File: config.mk
export PLATFORM = sky130hd
export DESIGN_NAME = alu_sequencer
export DESIGN_NICKNAME = d
export VERILOG_FILES = /design/src/rtl/alu_sequencer.sv
export SDC_FILE = /design/constraint.sdc
export NUM_CORES = 1
export LEC_CHECK = 0
export CAP_MARGIN = 20
export CORE_MARGIN = 2
export CORE_UTILIZATION = 33
export DETAILED_ROUTE_END_ITERATION = 8
export GPL_TIMING_DRIVEN = 0
export PLACE_DENSITY = 0.58
export SETUP_SLACK_MARGIN = 0.05
export SKIP_LAST_GASP = 1
export SYNTH_ARGS = -nofsm -noshare
export SYNTH_HDL_FRONTEND = slang
export SYNTH_SLANG_ARGS = --single-unit
export TNS_END_PERCENT = 5
File: constraint.sdc
create_clock -name clk -period 2.1 [get_ports clk]
set_input_delay 0.42 -clock clk [delete_from_list [all_inputs] [get_ports clk]]
set_output_delay 0.42 -clock clk [all_outputs]
set_load 0.05 [all_outputs]
File: src/rtl/alu_sequencer.sv
// alu_sequencer: 4-state fetch/decode/exec/jump sequencer driving an external 4-bit ALU.
module alu_sequencer #(
  parameter logic [11:0] RESET_PC = 12'h000
) (
  input  logic        clk,
  input  logic        reset,
  input  logic        run,
  output logic [11:0] prog_addr,
  input  logic [7:0]  prog_data,
  input  logic [3:0]  in_port,
  output logic [3:0]  alu_a,
  output logic [3:0]  alu_b,
  output logic [2:0]  alu_f,
  input  logic [3:0]  alu_y,
  input  logic        alu_c,
  input  logic        alu_z,
  output logic [3:0]  acc,
  output logic        flag_c,
  output logic        flag_z,
  output logic [3:0]  out_port,
  output logic        out_valid
);
  typedef enum logic [1:0] {FETCH, DECODE, EXEC, JLOAD} state_t;
  state_t      state_q, state_d;
  logic [11:0] pc_q, pc_d;
  logic [7:0]  ir_q, ir_d;
  logic [3:0]  acc_q, acc_d, out_q, out_d;
  logic        c_q, c_d, z_q, z_d, ov_q, ov_d;
  logic [3:0]  op, imm;
  logic        ex, alu_op, taken;
  assign op        = ir_q[7:4];
  assign imm       = ir_q[3:0];
  assign ex        = state_q == EXEC;
  assign alu_op    = op >= 4'd1 && op <= 4'd5;
  assign taken     = op == 4'd7 || (op == 4'd8 && c_q) || (op == 4'd9 && z_q);
  assign alu_f     = !ex ? 3'b000 : op == 4'd1 ? 3'b001 : (op == 4'd2 || op == 4'd3) ? 3'b010 :
                     op == 4'd4 ? 3'b100 : op == 4'd5 ? 3'b011 : 3'b000;
  assign alu_b     = !ex ? 4'd0 : op == 4'd3 ? in_port : alu_op ? imm : 4'd0;
  assign alu_a     = acc_q;
  assign prog_addr = pc_q;
  assign acc       = acc_q;
  assign flag_c    = c_q;
  assign flag_z    = z_q;
  assign out_port  = out_q;
  assign out_valid = ov_q;
  always_comb begin
    state_d = state_q;
    pc_d    = pc_q;
    ir_d    = ir_q;
    acc_d   = acc_q;
    c_d     = c_q;
    z_d     = z_q;
    out_d   = out_q;
    ov_d    = 1'b0;
    case (state_q)
      FETCH: begin
        pc_d    = run ? pc_q + 12'd1 : pc_q;
        state_d = run ? DECODE : FETCH;
      end
      DECODE: begin
        ir_d = prog_data;
        // jumps consume their second byte here so JLOAD sees it on prog_data
        if (prog_data[7:4] >= 4'd7 && prog_data[7:4] <= 4'd9) begin
          pc_d    = pc_q + 12'd1;
          state_d = JLOAD;
        end else state_d = EXEC;
      end
      EXEC: begin
        acc_d   = (alu_op && op != 4'd1) ? alu_y : acc_q;
        c_d     = alu_op ? alu_c : c_q;
        z_d     = alu_op ? alu_z : z_q;
        out_d   = op == 4'd6 ? acc_q : out_q;
        ov_d    = op == 4'd6;
        state_d = FETCH;
      end
      default: begin
        pc_d    = taken ? {imm, prog_data} : pc_q;
        state_d = FETCH;
      end
    endcase
  end
  always_ff @(posedge clk) begin
    if (reset) begin
      state_q <= FETCH;
      pc_q    <= RESET_PC;
      ir_q    <= '0;
      acc_q   <= '0;
      c_q     <= 1'b0;
      z_q     <= 1'b0;
      out_q   <= '0;
      ov_q    <= 1'b0;
    end else begin
      state_q <= state_d;
      pc_q    <= pc_d;
      ir_q    <= ir_d;
      acc_q   <= acc_d;
      c_q     <= c_d;
      z_q     <= z_d;
      out_q   <= out_d;
      ov_q    <= ov_d;
    end
  end
endmodule

==> impl_metrics.json, run 1 <==
{
  "cts_sinks": 33,
  "placementRows": 27,
  "slowest_delay_ns": 0.35,
  "grt.overflow.total": 0,
  "path_max_fanout": 4,
  "reg2reg_depth": 8,
  "whs_path_depth": 2,
  "synth_edf_count": 0,
  "vias_per_cell": 5.09,
  "cts_buffers": 5,
  "final_nets": 306,
  "drt_iter0_markers": 104,
  "grtUsageTotal": 0.170,
  "diodes": 0,
  "stdcell_area_um2": 2640,
  "wire_per_inst_um": 14.0,
  "synth_ff_type": "dfxtp_1",
  "cts_htree_levels": 2,
  "finalPower_mw": 1.47,
  "nFillCells": 545,
  "clockBufferDepth": 2,
  "cap_viol_max_count": 0,
  "cts-hold-fix-buffers": 0,
  "hold_violations": 0,
  "final_common_cell": "clkdlybuf4s50_1",
  "synth.distinct_cells": 48,
  "clk_pin_slew_ns": 0.07,
  "outcome": "complete, no violations",
  "syn-cell-area_um2": 1840,
  "gp_congestion": 0.864,
  "num_vias": 1812,
  "dp_slack_ns": -0.602,
  "syn-instance-count": 222,
  "wirelength_um": 5000,
  "finalCritPeriodShare": 0.999,
  "ys_warn_count": 0,
  "antenna_found_initial": 0,
  "min_period_ns": 2.10,
  "drc": 0,
  "grt.met2_usage": 0.245,
  "grt_max_degree": 11,
  "area_growth_syn_to_layout_pct": 43.2,
  "finalSetupViolations": 0,
  "vdd_drop_max_v": 0.000254,
  "setup.worst_path.start_class": "register",
  "fmax_mhz": 476,
  "setup_slack_ns": 0.00110,
  "cpMaxStageDelayCell": "or3_4",
  "dp_hpwl_um": 3660,
  "setup_tns_ns": 0,
  "ys_ff_latch": 33,
  "synth_top_cell_area_share": 0.358,
  "cts_tree": "done",
  "syn_avg_cell_area_um2": 8.30,
  "worstPathRequired_ns": 1.68,
  "grt_pass1_wl_um": 8250,
  "first_pass_iters": 5,
  "synth.largest_area_cell": "dfxtp_1",
  "most-common-layout-cells": "45 x clkdlybuf4s50_1, 38 x nand2_1, 31 x dfxtp_1",
  "arrival_ns": 1.68,
  "dpl_cell_area_um2": 2470,
  "hold_class": "primary input to register",
  "root_buffer": "clkbuf_8",
  "detail-route-antenna-nets": 0,
  "rsz0062_at_grt": "true",
  "skew_ns": 0.00873,
  "io_buffer_count": 53,
  "coreArea_um2": 5440,
  "crit_type": "register to output port",
  "dieArea_um2": 6200,
  "worst_skew_pair.late_latency_ns": 0.29,
  "worstPathCellList": "buf_6 -> or3_4 -> and3b_2 -> a22oi_2 -> nor2_2 -> buf_6",
  "use_met3": 0.0330,
  "async_flop_share": 0,
  "p_leak_nw": 0.960,
  "finalMaxSlewViolations": 0,
  "yosysSeqAreaShare": 0.358,
  "syn_nets": 244,
  "grt-busiest-layer": "met2",
  "start_util": 0.339,
  "worstMarginPinSlew_ns": 0.650,
  "io_pins": 55,
  "crit_path_frequent_cell": "buf_6",
  "grt_pass1_vias": 1624,
  "die_x_um": 78.7,
  "relSlewSlack": 0.566,
  "dieHeight_um": 78.7,
  "drive_gt1_frac": 0.229,
  "synthTopCellsByArea": "dfxtp_1 36%, nand2_1 7.7%, mux2i_1 6.0%",
  "worst_setup_path_end_kind": "output port",
  "met1_usage": 0.245,
  "power_density_nw_per_um2": 556
}
-- power breakdown --
part	internal, mW	switching [mW]	leakage [nW]
clock network	0.260	0.231	0.0443
registers	0.647	0.0334	0.268
logic	0.125	0.172	0.647
-- worst paths after layout --
kind | endpoint | slack [ns] | from
min | ir_q[0] | 0.45 | reset
max | alu_b[2] | 0.001 | ir_q[4]
min reg2reg | prog_addr[11] | 0.49 | prog_addr[11]
max reg2reg | prog_addr[11] | 0.20 | ir_q[4]
-- synthesized netlist by cell type (2+ instances only) --
cell / count
a22o_1: 2
o21a_1: 2
and3_1: 3
or2_1: 2
o31ai_1: 4
o21ai_1: 3
o21ai_2: 9
nor3b_1: 3
nand3b_1: 2
and2_1: 2
nand2_1: 38
clkbuf_1: 8
a21oi_1: 11
o211ai_1: 2
mux2i_1: 11
buf_4: 4
o41ai_1: 2
nand3_1: 7
dfxtp_1: 33
nor2_1: 25
or3_1: 2
nand4_1: 2
nand2b_1: 3
a22oi_1: 4
a21oi_2: 9
buf_2: 5
a31oi_1: 3
-- cell families after synthesis --
family | Yosys count | share of synthesized area
mux | 12 | 0.0679
flops | 33 | 0.358
compound gates | 57 | 0.246
buf+inv | 19 | 0.0543
xor+xnor | 2 | 0.00951
fa+ha+maj | 1 | 0.00679
simple gates | 98 | 0.257
-- sequential cells by signal (all words and copies together), names as in the netlist --
register and flops:
state_q 2, prog_addr 12, flag_c 1, flag_z 1, ir_q 8, out_port 4
acc 4, out_valid 1
-- what timing repair did --
item                                    4_1_cts  5_1_grt
buffers inserted                              2        1
endpoints found under the setup margin       11       15
pin swaps                                     3        8
resized for setup                            47       16
-- layer usage --
layer | wire, um | vias to the layer above
met1 | 2470 | 840
met3 | 201 | 8
met5 | 0 | -
li1 | - | 908
met4 | 109 | 0
met2 | 2220 | 56
-- critical path, delay by kind of cell (launching register included) --
family	cells	cell delay (ns)
compound gates	1	0.16
flops	1	0.31
buf+inv	2	0.26
simple gates	3	0.66
-- final cells by class --
type                    count  area [um2]  area share
multi-input cells         170        1140       0.433
flip-flops and latches     33         663       0.251
repair buffers             56         554       0.210
plain buffers              17        98.8      0.0374
well taps                  72        90.1      0.0341
clock buffers               7        86.3      0.0327
inverters                   1        3.75     0.00142
-- through the flow --
stage | std cells | util | hold slack [ns]
final | 356 | 0.485 | 0.450
after floorplan | 222 | - | 0.444
after global routing | 356 | 0.485 | 0.484
after CTS | 356 | 0.479 | 0.460
after detailed placement | 347 | 0.455 | 0.478
after global placement | 347 | 0.455 | 0.476
(Power assumes the default switching activity.)
==> run 2, diff against run 1 <==
--- a/config.mk
+++ b/config.mk
@@ -5,7 +5,7 @@
 export SDC_FILE = /design/constraint.sdc
 export NUM_CORES = 1
 export LEC_CHECK = 0
-export CAP_MARGIN = 20
+export CAP_MARGIN = 15
 export CORE_MARGIN = 2
 export CORE_UTILIZATION = 33
 export DETAILED_ROUTE_END_ITERATION = 8
==> results of run 2 <==
Same layout as run 1: the final DEF is identical, and so are final timing and power.
==> run 3, diff against run 2 <==
--- a/config.mk
+++ b/config.mk
@@ -11,6 +11,7 @@
 export DETAILED_ROUTE_END_ITERATION = 8
 export GPL_TIMING_DRIVEN = 0
 export PLACE_DENSITY = 0.58
+export RECOVER_POWER = 100
 export SETUP_SLACK_MARGIN = 0.05
 export SKIP_LAST_GASP = 1
 export SYNTH_ARGS = -nofsm -noshare
==> run 3 against run 2 <==
  * Core utilization fell by 0.18 points
  * Maximum frequency grew 0.15%
  * Critical path depth did not move
  * Register-to-register slack lost 0.04 ns
  * Largest cell class unchanged
  * Sequential share of layout area grew 0.096 points
==> impl_metrics.json, run 3 (synthesis results as in run 1) <==
{
  "cpMaxStageDelayCell": "or3_4",
  "placementRows": 27,
  "arrival_ns": 1.68,
  "final_nets": 306,
  "num_vias": 1819,
  "stdcell_area_um2": 2630,
  "r2r_end": "prog_addr[11]",
  "cts_tree": "done",
  "path_max_fanout": 4,
  "final_common_cell": "nand2_1",
  "power_density_nw_per_um2": 556,
  "worstPathRequired_ns": 1.68,
  "reg2reg_depth": 8,
  "wire_per_inst_um": 14.1,
  "whs_path_depth": 2,
  "io_buffer_count": 53,
  "worstMarginPinSlew_ns": 0.648,
  "fin_cells": 356,
  "relSlewSlack": 0.568,
  "cts-hold-fix-buffers": 0,
  "vdd_drop_max_v": 0.000253,
  "crit_path_frequent_cell": "buf_6",
  "holdCritStartpoint": "reset",
  "dp_slack_ns": -0.602,
  "antenna_found_initial": 0,
  "reg2reg_from": "ir_q[4]",
  "fmax_mhz": 477,
  "cts_sinks": 33,
  "drt_iter0_markers": 91,
  "min_period_ns": 2.10,
  "die_x_um": 78.7,
  "worst_skew_pair.late_latency_ns": 0.29,
  "grt_max_degree": 11,
  "rsz0062_at_grt": "true",
  "hold_class": "primary input to register",
  "grt_pass1_vias": 1624,
  "drive_gt1_frac": 0.225,
  "detail-route-antenna-nets": 0,
  "dpl.cell_count": 347,
  "dieHeight_um": 78.7,
  "most-common-layout-cells": "38 x nand2_1, 31 x dfxtp_1, 29 x clkdlybuf4s50_1",
  "worstPathCellList": "buf_6 -> or3_4 -> and3b_2 -> a22oi_2 -> nor2_2 -> buf_6",
  "dieArea_um2": 6200,
  "root_buffer": "clkbuf_8",
  "finalPower_mw": 1.46,
  "whs_endpoint": "ir_q[0]",
  "p_leak_nw": 0.988,
  "utilization": 0.484,
  "setup.worst_path.start_class": "register",
  "crit_type": "register to output port",
  "drc": 0,
  "grt_pass1_wl_um": 8250,
  "vias_per_cell": 5.11,
  "setup_tns_ns": 0,
  "reg2reg_slack_ns": 0.16,
  "wirelength_um": 5010,
  "skew_ns": 0.00864,
  "start_util": 0.339,
  "hold_violations": 0,
  "first_pass_iters": 4,
  "whs_ns": 0.452,
  "clockBufferDepth": 2,
  "diodes": 0,
  "clk_pin_slew_ns": 0.07,
  "finalMaxSlewViolations": 0,
  "cts_htree_levels": 2,
  "grtUsageTotal": 0.170,
  "cts_buffers": 5,
  "gp_congestion": 0.864,
  "finalSetupViolations": 0,
  "slowest_delay_ns": 0.35,
  "grt.overflow.total": 0,
  "outcome": "complete, no violations",
  "coreArea_um2": 5440,
  "cap_viol_max_count": 0,
  "io_pins": 55,
  "dp_hpwl_um": 3660,
  "area_growth_syn_to_layout_pct": 42.7,
  "finalCritPeriodShare": 0.998,
  "largest_register_ffs": 12,
  "dpl_cell_area_um2": 2470,
  "setup_slack_ns": 0.00415,
  "worst_setup_path_end_kind": "output port"
}
[run 3: cell types whose count changed in the layout (fill, tap and decap cells not counted)]
cell,previous run,this run
clkbuf_2,0,2
buf_4,7,2
buf_2,5,2
clkdlybuf4s50_1,45,29
clkbuf_1,8,10
dlygate4sd3_1,0,16
dlymetal6s2s_1,1,0
clkbuf_4,1,6
[run 3: layout make-up]
cell class	instances	area [um2]
fillers	549	2810
multi-input cells	170	1140
flip-flops and latches	33	663
repair buffers	56	546
plain buffers	17	97.6
well taps	72	90.1
clock buffers	7	86.3
inverters	1	3.75
[run 3: how the worst max path moves through the flow]
stage                       from  cells after the start            to  slack (ns)
finish                   ir_q[4]                      6      alu_b[2]       0.004
global route        prog_addr[0]                      1  prog_addr[0]       -0.06
CTS                      ir_q[5]                      6      alu_b[3]       -0.07
detailed placement       ir_q[5]                      6      alu_b[3]       -0.60
global placement         ir_q[5]                      6      alu_b[3]       -0.59
floorplan                ir_q[5]                      5      alu_b[0]       -0.16
[run 3: critical path: cells and delay by family, from the launching register on]
kind / cells / cell delay [ns]
AO/OA/AOI/OAI: 1 / 0.16
AND/OR/NAND/NOR: 3 / 0.66
buffers and inverters: 2 / 0.26
flip-flops: 1 / 0.31
[run 3: what timing repair did]
item / in CTS / in global routing
setup endpoints to repair: 11 / 15
pin swaps: 3 / 8
setup buffers: 2 / 1
gates cloned: 0 / 0
gates resized for setup: 47 / 16
[run 3: power by group]
part	internal, mW	switching [mW]	leakage, nW
combinational	0.123	0.171	0.676
sequential	0.647	0.0330	0.268
clock	0.260	0.228	0.0443
total	1.03	0.433	0.988
[run 3: metal layers]
metal | vias to the layer above | global-route usage | share of wire
met1 | 844 | 0.245 | 0.48
li1 | 907 | - | -
met4 | 0 | 0.0754 | 0.022
met2 | 60 | 0.245 | 0.44
met5 | - | 0 | 0
met3 | 8 | 0.0330 | 0.054
